[src/rtl/i2s_dac_serializer.sv]
// i2s_dac_serializer
// Takes stereo PCM pairs over a valid/ready handshake into a one-deep buffer
// and shifts them MSB-first onto the codec DACDAT pin in I2S framing. The
// bit and L/R clocks arrive as clk50-synchronous levels and are edge-detected
// here. A left frame that starts with no pair buffered sends silence and is
// flagged and counted as an underrun.
module i2s_dac_serializer #(
    parameter int DATA_W = 16,
    parameter int UNDR_W = 8
) (
    input  logic              clk50,
    input  logic              rst_n,
    input  logic              bclk,
    input  logic              lrc,
    input  logic [DATA_W-1:0] sample_l,
    input  logic [DATA_W-1:0] sample_r,
    input  logic              sample_valid,
    output logic              sample_ready,
    output logic              dacdat,
    output logic              underrun,
    output logic [UNDR_W-1:0] underrun_cnt
);

    localparam int CNT_W = (DATA_W > 1) ? $clog2(DATA_W) : 1;
    localparam logic [CNT_W-1:0] BIT_TOP = CNT_W'(DATA_W - 1);

    localparam logic [1:0] ST_WAIT  = 2'd0;
    localparam logic [1:0] ST_DELAY = 2'd1;
    localparam logic [1:0] ST_SHIFT = 2'd2;
    localparam logic [1:0] ST_PAD   = 2'd3;

    logic              bclk_dly_q, bclk_dly_d;
    logic              lrc_dly_q, lrc_dly_d;
    logic [DATA_W-1:0] pend_l_q, pend_l_d;
    logic [DATA_W-1:0] pend_r_q, pend_r_d;
    logic              pend_full_q, pend_full_d;
    logic [DATA_W-1:0] act_l_q, act_l_d;
    logic [DATA_W-1:0] act_r_q, act_r_d;
    logic [1:0]        state_q, state_d;
    logic              chan_q, chan_d;
    logic [CNT_W-1:0]  bitcnt_q, bitcnt_d;
    logic              dacdat_q, dacdat_d;
    logic              underrun_q, underrun_d;
    logic [UNDR_W-1:0] underrun_cnt_q, underrun_cnt_d;

    logic              bclk_fall;
    logic              lrc_fall;
    logic              lrc_rise;
    logic              accept;
    logic              starve;
    logic [DATA_W-1:0] cur_word;

    assign bclk_fall = bclk_dly_q & ~bclk;
    assign lrc_fall  = lrc_dly_q & ~lrc;
    assign lrc_rise  = ~lrc_dly_q & lrc;
    assign accept    = sample_valid & ~pend_full_q;
    assign starve    = lrc_fall & ~pend_full_q;
    assign cur_word  = chan_q ? act_r_q : act_l_q;

    assign sample_ready = ~pend_full_q;
    assign dacdat       = dacdat_q;
    assign underrun     = underrun_q;
    assign underrun_cnt = underrun_cnt_q;

    // Input buffer, frame load and underrun bookkeeping.
    always_comb begin
        bclk_dly_d     = bclk;
        lrc_dly_d      = lrc;
        pend_l_d       = pend_l_q;
        pend_r_d       = pend_r_q;
        pend_full_d    = pend_full_q;
        act_l_d        = act_l_q;
        act_r_d        = act_r_q;
        underrun_d     = starve;
        underrun_cnt_d = underrun_cnt_q;

        // A frame start drains the buffer; with an empty buffer it sends silence.
        if (lrc_fall) begin
            act_l_d     = pend_full_q ? pend_l_q : '0;
            act_r_d     = pend_full_q ? pend_r_q : '0;
            pend_full_d = 1'b0;
        end
        // Accept only happens with the buffer empty, so a pair arriving in the
        // frame-start cycle lands here for the following frame.
        if (accept) begin
            pend_l_d    = sample_l;
            pend_r_d    = sample_r;
            pend_full_d = 1'b1;
        end
        if (starve && (underrun_cnt_q != '1)) begin
            underrun_cnt_d = underrun_cnt_q + UNDR_W'(1);
        end
    end

    // Channel sequencer: delay slot, MSB-first shift, then zero padding.
    always_comb begin
        state_d  = state_q;
        chan_d   = chan_q;
        bitcnt_d = bitcnt_q;
        dacdat_d = dacdat_q;

        if (lrc_fall) begin
            state_d = ST_DELAY;
            chan_d  = 1'b0;
            if (bclk_fall) dacdat_d = 1'b0;
        end else if (lrc_rise && (state_q != ST_WAIT)) begin
            state_d = ST_DELAY;
            chan_d  = 1'b1;
            if (bclk_fall) dacdat_d = 1'b0;
        end else if (bclk_fall) begin
            case (state_q)
                ST_DELAY: begin
                    dacdat_d = 1'b0;
                    state_d  = ST_SHIFT;
                    bitcnt_d = BIT_TOP;
                end
                ST_SHIFT: begin
                    dacdat_d = cur_word[bitcnt_q];
                    if (bitcnt_q == '0) state_d = ST_PAD;
                    else                bitcnt_d = bitcnt_q - CNT_W'(1);
                end
                ST_PAD: begin
                    dacdat_d = 1'b0;
                end
                default: begin
                    state_d = ST_WAIT;
                end
            endcase
        end
    end

    // State registers; reset discards any buffered pair and returns to WAIT.
    always_ff @(posedge clk50 or negedge rst_n) begin
        if (!rst_n) begin
            bclk_dly_q     <= 1'b0;
            lrc_dly_q      <= 1'b0;
            pend_l_q       <= '0;
            pend_r_q       <= '0;
            pend_full_q    <= 1'b0;
            act_l_q        <= '0;
            act_r_q        <= '0;
            state_q        <= ST_WAIT;
            chan_q         <= 1'b0;
            bitcnt_q       <= '0;
            dacdat_q       <= 1'b0;
            underrun_q     <= 1'b0;
            underrun_cnt_q <= '0;
        end else begin
            bclk_dly_q     <= bclk_dly_d;
            lrc_dly_q      <= lrc_dly_d;
            pend_l_q       <= pend_l_d;
            pend_r_q       <= pend_r_d;
            pend_full_q    <= pend_full_d;
            act_l_q        <= act_l_d;
            act_r_q        <= act_r_d;
            state_q        <= state_d;
            chan_q         <= chan_d;
            bitcnt_q       <= bitcnt_d;
            dacdat_q       <= dacdat_d;
            underrun_q     <= underrun_d;
            underrun_cnt_q <= underrun_cnt_d;
        end
    end

endmodule

[config.mk]
export PLATFORM = sky130hd
export DESIGN_NAME = i2s_dac_serializer
export DESIGN_NICKNAME = d
export VERILOG_FILES = /design/src/rtl/i2s_dac_serializer.sv
export SDC_FILE = /design/constraint.sdc
export NUM_CORES = 1
export LEC_CHECK = 0
export ABC_AREA = 1
export ABC_CLOCK_PERIOD_IN_PS = 2100
export CAP_MARGIN = 20
export CORE_MARGIN = 3
export CORE_UTILIZATION = 55
export CTS_CLUSTER_DIAMETER = 200
export DETAILED_ROUTE_END_ITERATION = 16
export MAX_ROUTING_LAYER = met4
export PLACE_DENSITY = 0.8
export SYNTH_ARGS = -nofsm -noshare
export SYNTH_HDL_FRONTEND = slang
export SYNTH_SLANG_ARGS = --single-unit
[constraint.sdc]
create_clock -name clk50 -period 2.1 [get_ports clk50]
set_input_delay 0.42 -clock clk50 [delete_from_list [all_inputs] [get_ports clk50]]
set_output_delay 0.42 -clock clk50 [all_outputs]
set_load 0.005 [all_outputs]
Word level (Yosys, flattened, before mapping)
Index checks and enable logic that the tools add are counted.
{ "totals": {"regBits": 84, "input_bits": 37} }
{ "op_classes": {"add_sub_neg": 2, "order_cmp": 1, "eq_ne": 7, "n_mux": 21, "bitwise_logic": 11, "reduce_logical": 13} }
{ "op_table": {"columns": ["operator", "count"], "rows": [
  ["16-bit two-way mux", 3],
  ["1-bit two-way mux", 9],
  ["8-bit by 1-bit adder with 8-bit output, second input constant", 1],
  ["2-bit two-way mux", 4],
  ["8-bit != test, second input constant", 1],
  ["4-bit case mux with 2 select lines", 1],
  ["2-bit nonzero test", 4],
  ["1-bit NOT", 6],
  ["2-bit case mux with 3 select lines", 1],
  ["1-bit AND", 5],
  ["4-bit by 5-bit less-than comparator with 1-bit output, second input constant", 1],
  ["5-bit AND reduction", 1],
  ["1-bit binary-select mux with 4-bit select", 1],
  ["2-bit equality test, second input constant", 2],
  ["4-bit zero test", 1],
  ["4-bit two-way mux", 1],
  ["4-bit != test, second input constant", 1],
  ["4-bit nonzero test", 1],
  ["4-bit by 1-bit subtractor with 4-bit output, second input constant", 1],
  ["3-bit != test, second input constant", 1],
  ["3-bit AND reduction", 1],
  ["3-bit nonzero test", 1],
  ["2-bit by 1-bit equality test with 1-bit output, second input constant", 1],
  ["1-bit logical AND", 2],
  ["other kinds (4)", 4]
]} }

Longest topological paths before layout
Gate-level depths: netlist (run 1).
{ "depth": {"ltp_word": 7, "ltp_mapped": 13, "depth_no_buf": 11} }

Worst setup path before layout (run 1)
OpenSTA, ideal clock, no wires.
{ "synth_path": {"path_kind": "reg-to-reg", "startpoint": "register bitcnt_q[0]", "endpoint": "register bitcnt_q[2]", "setup_time_ns": 0.126, "t_arrival_ns": 1.472, "path_slack_ns": 0.502, "path_stages_with_launch": 11, "synth_period_minus_slack_ns": 1.598, "cell_sequence": "dfrtp_1 > buf_2 > inv_1 > buf_2 > ha_1 > nand3_1 > o21ai_0 > nor2_2 > nand2_1 > nand2_1 > nand3_1"} }
{ "synth_between": {"elab_chain_len": 3, "elab_cells_between_ends": 6} }
{ "synth_lines": {"columns": ["element", "line", "source"], "rows": [
  ["from (decl)", "41", "logic [CNT_W-1:0] bitcnt_q, bitcnt_d;"],
  ["from (signal assigned)", "158", "bitcnt_q <= bitcnt_d;"],
  ["4-bit by 1-bit subtractor with 4-bit output / 4-bit zero test (equally long branches)", "120, 119", null],
  ["4-bit two-way mux / 2-bit != test (equally long branches)", null, null],
  ["4-bit case mux with 2 select lines / 5-bit AND reduction (equally long branches)", null, null]
]} }
Parallel ways exist; a longest one is shown, timed or not. The select of a mux whose other input is x is not followed.
A chain may end at the register's enable or synchronous reset.

Worst setup path in the final report (run 1)
{ "layout_path": {"startpoint": "register underrun_cnt_q[3] (netlist: underrun_cnt[3])", "endpoint": "output port underrun_cnt[3]"} }
{ "layout_rtl": {"columns": ["element", "line", "source"], "rows": [
  ["from (decl)", "44", "logic [UNDR_W-1:0] underrun_cnt_q, underrun_cnt_d;"],
  ["from (signal assigned)", "161", "underrun_cnt_q <= underrun_cnt_d;"],
  ["to (decl)", "21", "output logic [UNDR_W-1:0] underrun_cnt"]
]} }
No word-level cell between the ends.

==> impl_metrics.yaml, run 1 <==
min_path:
  hold_path_class: "flip-flop to flip-flop"
  hold_path_end: "act_l_q[8]"
  holdPathStages: 2
  worst_hold_startpoint: "act_l_q[8]"
clock_tree:
  clock_tree.root_cell: "sky130_fd_sc_hd__clkbuf_8"
  cts.htree.levels: 3
  cts_buffers: 9
  tritoncts_clock_tree: "done"
  num_clock_sinks: 84
  clock_insertion_delay_worst_skew_ns: 0.35
  postCtsSetupBuffers: 0
  clock_pin_slew_of_the_registers_on_the_worst_case_setup_and_hold_paths_ns: 0.08
  cts.path.max_buffers: 2
  cts.hold.buffers_added: 1
  post_cts_resize_count: 0
final_layout:
  seqCellArea_mm2: 0.00210
  mostFrequentLayoutCell: "sky130_fd_sc_hd__nand2_1"
  post_layout_net_count: 481
  antenna-diode-count: 0
  final_standard_cell_count_with_taps_included_and_fillers_excluded: 519
  multi_input_comb_area_mm2: 0.00149
  finalInstanceArea_mm2: 0.00457
  postLayoutCoreUtil_pct: 70.8
  fillers: 491
  flow.area_growth_from_synthesis_pct: 22.4
  final_layout_size_suffix_gt1_share_pct: 15.2
  final_cell_mix: "124 x sky130_fd_sc_hd__nand2_1, 84 x sky130_fd_sc_hd__dfrtp_1, 65 x sky130_fd_sc_hd__nand3_1"
placement:
  port_buffers: 47
  dpl.hpwl_mm: 5.09
  gp_congestion: 0.898
  placedInstanceArea_mm2: 0.00433
  place_ws_ns: 0.155
  dp_cells: 503
yosys:
  synth.lib_cells_used.distinct: 24
  syn-cell-area_mm2: 0.00374
  synth_simple_gate_area_share_pct: 24.2
  synth_top_cell_area_share_pct: 56.3
  synth_enable_flop_cells: 0
  postSynth.asyncResetShare_pct: 100
  synth.yosys.seq_area_share_pct: 56.3
  synthXorXnorAreaFrac_pct: 1.64
  synthesis.instances: 385
  yosysWarnings: 0
  synth_fp_nets: 428
  synth_top_family_by_area: "simple AND/OR/NAND/NOR gates"
  post_synth.cell_area_avg_um2: 9.70
  synth-compound-area-share_pct: 1.94
  synth_seq_cells: 84
  multiplexer_share_of_the_synthesized_area_pct: 9.95
  synth.largest_area_cell: "sky130_fd_sc_hd__dfrtp_1"
  most_used_flip_flop_cell_after_synthesis: "sky130_fd_sc_hd__dfrtp_1"
  adder_cell_share_of_the_synthesized_area_pct: 2.01
  synth.top_cells.by_area: "sky130_fd_sc_hd__dfrtp_1 56%, sky130_fd_sc_hd__nand2_1 12%, sky130_fd_sc_hd__mux2_2 9.9%"
setup_path:
  reg2regPathDepth: 7
  peak_fanout_along_the_critical_path: 5
  cp_cell_sequence: "clkdlybuf4s50_1"
  timing_worst_setup_path_type: "flip-flop to output port"
  type_of_element_launching_the_critical_path: "flip-flop"
  timing.critical_path.max_delay_family: "buffers and inverters"
  timing.critical_path.required_ns: 1.68
  r2r_start: "bitcnt_q[1]"
  cpPeakStageDelay_ns: 0.54
  cp.arrival_ns: 1.36
  worstPathBufferInverterCount: 1
  reg2reg_setup_slack_ns: 0.39
  setup.worst_path.end_class: "output port"
  timing.critical_path.slowest_stage_cell: "sky130_fd_sc_hd__clkdlybuf4s50_1"
  r2r-end: "bitcnt_q[0]"
grt:
  grt_pass1_vias: 2905
  grt_first_pass_wirelength_mm: 12.8
  grt-ovfl-total: 0
  groute.usage.overall_pct: 21.8
  grt_max_degree: 59
  number_of_antenna_violations_at_the_first_check_in_global_routing: 0
drt:
  wl_met2_mm: 3.65
  finalWirelength_mm: 7.36
  ant_nets: 0
  drt-vias-per-instance: 5.49
  route.met3.wl_um: 297
  drc: 0
  wirelength_met1_mm: 3.27
  top_layer: "met4"
  drt-pass1-iter-count: 4
  drt-wirelength-per-cell_um: 14.2
  dr_total_vias: 2848
  first_iter_violations: 191
timing:
  setup_repair_after_global_routing_missed_its_margin: "false"
  worst_slew_margin_rel_pct: 75.9
  hold_viol_final: 0
  final.min_clock_period_ns: 1.78
  finalHoldWorstSlack_ns: 0.487
  finalWorstSetupSlack_ns: 0.323
  period_share_pct: 84.6
  timing_worst_slew_pin_value_ns: 0.362
  setup_violations: 0
  clock_skew_ns: 0.0101
  setup-tns-final_ns: 0
  fmaxAchievable_mhz: 563
  finalMaxSlewViolations: 0
die:
  core_area_mm2: 0.00646
  std_cell_rows: 29
  io_pins: 48
  initial_cell_density_of_the_core_pct: 57.8
  floorplan.die_area_mm2: 0.00782
  die_h_um: 88.4
  die_x_um: 88.4
pwr:
  power.static_leakage_nw: 2.17
  finalPower_mw: 5.44
  ir_drop_mv: 0.620
  power.density_cell_area_mw_per_mm2: 1190
job:
  max_cap_viol_count: 0
outcome:
  run_status: "finished, final reports clean"
layer usage:
metal	global-route usage, %	up-vias
li1	-	1367
met3	3.72	18
met5	-	-
met4	9.89	0
met1	27.3	1404
met2	35.0	59
worst max path at each step:
stage                    start               to  slack, ns  depth (start not counted)
6_report       underrun_cnt[3]  underrun_cnt[3]       0.32                          1
5_1_grt             state_q[0]      bitcnt_q[2]       0.21                         10
4_1_cts            pend_full_q     sample_ready       0.30                          2
3_5_place_dp               lrc  underrun_cnt[4]       0.16                          8
3_3_place_gp               lrc  underrun_cnt[7]       0.24                          9
2_1_floorplan      bitcnt_q[0]      bitcnt_q[2]       0.50                         10
flip-flops by register name, summed over array words and instances, names as in the netlist:
register,flops
pend_full_q,1
act_l_q,16
state_q,2
chan_q,1
dacdat,1
act_r_q,16
bitcnt_q,4
underrun_cnt,8
underrun,1
pend_r_q,16
lrc_dly_q,1
pend_l_q,16
bclk_dly_q,1
final cells by class:
| cell class | count | area share, % |
|---|---|---|
| well taps | 77 | 2.11 |
| clock buffers | 11 | 2.87 |
| flip-flops and latches | 84 | 46.0 |
| multi-input cells | 266 | 32.5 |
| inverters | 17 | 1.45 |
| clock inverters | 4 | 2.16 |
| repair buffers | 60 | 13.0 |
cell families (layout without fill, tap and decap cells):
kind of cell	count (synthesis)	in the layout
simple gates	206	206
mux	33	33
fa+ha+maj	6	6
compound gates	14	14
buf+inv	35	92
flops	84	84
xor+xnor	7	7
cells in the mapped netlist, types with 4 or more instances:
library cell / number
sky130_fd_sc_hd__buf_2: 8
sky130_fd_sc_hd__clkbuf_1: 9
sky130_fd_sc_hd__dfrtp_1: 84
sky130_fd_sc_hd__ha_1: 6
sky130_fd_sc_hd__inv_1: 15
sky130_fd_sc_hd__mux2_2: 33
sky130_fd_sc_hd__nand2_1: 124
sky130_fd_sc_hd__nand3_1: 65
sky130_fd_sc_hd__nor2_1: 6
sky130_fd_sc_hd__o21ai_0: 9
sky130_fd_sc_hd__xnor2_1: 4
power by group:
group | leakage [nW] | internal [mW] | switching (mW)
clock | 0.114 | 0.787 | 0.551
combinational | 1.02 | 0.781 | 0.816
sequential | 1.03 | 2.14 | 0.364
total | 2.17 | 3.71 | 1.73
No activity file was read; power rests on OpenSTA's default activity.
==> run 2, diff against run 1 <==
- ABC_CLOCK_PERIOD_IN_PS: 2100 -> 1500
- CORE_UTILIZATION: 55 -> 50
- PLACE_DENSITY: 0.8 -> 0.77
- clock period: 2.1 -> 1.5 ns (I/O delays scaled with it)
==> impl_metrics.yaml, run 2 (synthesis results as in run 1) <==
timing:
  clock_skew_ns: 0.0106
  period_share_pct: 102
  setup_violations: 5
  fmaxAchievable_mhz: 654
  finalMaxSlewViolations: 0
  finalHoldWorstSlack_ns: 0.383
  finalWorstSetupSlack_ns: -0.0293
  setup_repair_after_global_routing_missed_its_margin: "true"
  timing_worst_slew_pin_value_ns: 0.407
  hold_viol_final: 0
  final.min_clock_period_ns: 1.53
  worst_slew_margin_rel_pct: 72.7
setup_path:
  reg2regPathDepth: 10
  critical_path.endpoint: "underrun_cnt[7]"
  type_of_element_launching_the_critical_path: "flip-flop"
  reg2reg_setup_slack_ns: -0.03
  critical_path.startpoint: "underrun_cnt[0]"
  timing_worst_setup_path_type: "flip-flop to flip-flop"
  r2r_start: "underrun_cnt[0]"
  cp.arrival_ns: 1.81
  peak_fanout_along_the_critical_path: 4
  setup.worst_path.end_class: "flip-flop"
  r2r-end: "underrun_cnt[7]"
  timing.critical_path.required_ns: 1.78
clock_tree:
  clock_tree.root_cell: "sky130_fd_sc_hd__clkbuf_8"
  cts.path.max_buffers: 2
  clock_insertion_delay_worst_skew_ns: 0.36
  num_clock_sinks: 84
  tritoncts_clock_tree: "done"
  clock_pin_slew_of_the_registers_on_the_worst_case_setup_and_hold_paths_ns: 0.09
  cts_buffers: 9
  cts.htree.levels: 3
grt:
  grt-ovfl-total: 0
  number_of_antenna_violations_at_the_first_check_in_global_routing: 0
  grt_first_pass_wirelength_mm: 13.7
  grt_max_degree: 35
  groute.usage.overall_pct: 20.7
  grt_pass1_vias: 2989
drt:
  finalWirelength_mm: 8.65
  drt-pass1-iter-count: 4
  first_iter_violations: 307
  ant_nets: 0
  drt-vias-per-instance: 5.28
  dr_total_vias: 2986
  drt-wirelength-per-cell_um: 15.3
  drc: 0
final_layout:
  final_layout_size_suffix_gt1_share_pct: 25.4
  final_cell_mix: "122 x sky130_fd_sc_hd__nand2_1, 82 x sky130_fd_sc_hd__dfrtp_1, 62 x sky130_fd_sc_hd__nand3_1"
  mostFrequentLayoutCell: "sky130_fd_sc_hd__nand2_1"
  antenna-diode-count: 0
  finalInstanceArea_mm2: 0.00491
  post_layout_net_count: 507
  final_standard_cell_count_with_taps_included_and_fillers_excluded: 565
  flow.area_growth_from_synthesis_pct: 31.5
placement:
  dp_cells: 534
  port_buffers: 47
  placedInstanceArea_mm2: 0.00446
  dpl.hpwl_mm: 5.44
  gp_congestion: 0.921
die:
  initial_cell_density_of_the_core_pct: 53.2
  die_x_um: 92.4
  floorplan.die_area_mm2: 0.00855
  core_area_mm2: 0.00702
  std_cell_rows: 30
  io_pins: 48
  die_h_um: 92.4
job:
  max_cap_viol_count: 0
min_path:
  hold_path_class: "input port to async pin"
outcome:
  failed_checks: "negative setup slack"
  run_status: "finished, violations left"
pwr:
  power.density_cell_area_mw_per_mm2: 1660
  power.static_leakage_nw: 2.36
  ir_drop_mv: 0.834
[run 2: changes by cell type in the layout (fill, tap and decap cells not counted), moves of 4 or more]
cell / previous run / this run
sky130_fd_sc_hd__dlygate4sd2_1: 0 / 10
sky130_fd_sc_hd__buf_6: 0 / 5
sky130_fd_sc_hd__ha_1: 6 / 2
sky130_fd_sc_hd__buf_4: 11 / 31
sky130_fd_sc_hd__inv_1: 15 / 10
sky130_fd_sc_hd__clkdlybuf4s50_1: 46 / 35
sky130_fd_sc_hd__inv_2: 1 / 5
[run 2: metrics by stage]
stage                     setup TNS [ns]  power, mW  util [%]  setup WS, ns
after global routing              -0.846       8.65      70.0        -0.139
after detailed placement           -8.60       5.93      63.6        -0.315
after CTS                        -0.0620       7.80      67.9       -0.0364
final                            -0.0754       8.15      70.0       -0.0293
after floorplan                        0       4.97         -        0.0202
after global placement             -6.67       5.82      63.6        -0.225
[run 2: worst max-delay path: stages (launching register included)]
cell and delay [ns]:
sky130_fd_sc_hd__dfrtp_1 0.40, sky130_fd_sc_hd__buf_6 0.12, sky130_fd_sc_hd__ha_4 0.15, sky130_fd_sc_hd__nand2_2 0.06
sky130_fd_sc_hd__nor2_2 0.04, sky130_fd_sc_hd__nand4_1 0.13, sky130_fd_sc_hd__nand2_4 0.11, sky130_fd_sc_hd__nor2_4 0.10
sky130_fd_sc_hd__nand3_2 0.09, sky130_fd_sc_hd__nor2_2 0.11, sky130_fd_sc_hd__xor2_1 0.15
[run 2: final cells by class]
class                   count  area, µm²
clock inverters             6       87.6
clock buffers              10        138
fillers                   519       2110
flip-flops and latches     84       2100
multi-input cells         266       1580
well taps                  96        120
repair buffers             86        810
inverters                  17       73.8
[run 2: power breakdown]
group	internal, mW	leakage [nW]	total (mW)	switching [mW]
Combinational	1.40	1.22	2.84	1.44
Sequential	3.00	1.03	3.48	0.481
Clock	0.980	0.105	1.82	0.841
Total	5.38	2.36	8.15	2.76
[run 2: worst min path at each step]
stage	startpoint	endpoint	slack [ns]	depth (start not counted)
global placement	rst_n	pend_l_q[12]	0.23	1
floorplan	rst_n	act_l_q[0]	0.004	0
CTS	rst_n	act_l_q[12]	0.39	2
detailed placement	rst_n	act_l_q[12]	0.24	1
global route	rst_n	act_l_q[12]	0.43	2
finish	rst_n	act_l_q[12]	0.38	2
[run 2: timing repair]
item	4_1_cts	5_1_grt
gates resized for setup	16	33
hold buffers	1	0
setup buffers	8	5
setup endpoints to repair	13	14
endpoints found under the hold margin	22	0
cloned	0	1
pin swaps	1	9
[run 2: routing by layer]
metal	GRT usage, %	vias to the layer above	share of wire [%]
met5	-	-	0
met4	9.90	0	1.2
met3	3.33	8	4.3
met2	32.6	82	53
met1	26.2	1476	42
li1	-	1420	-
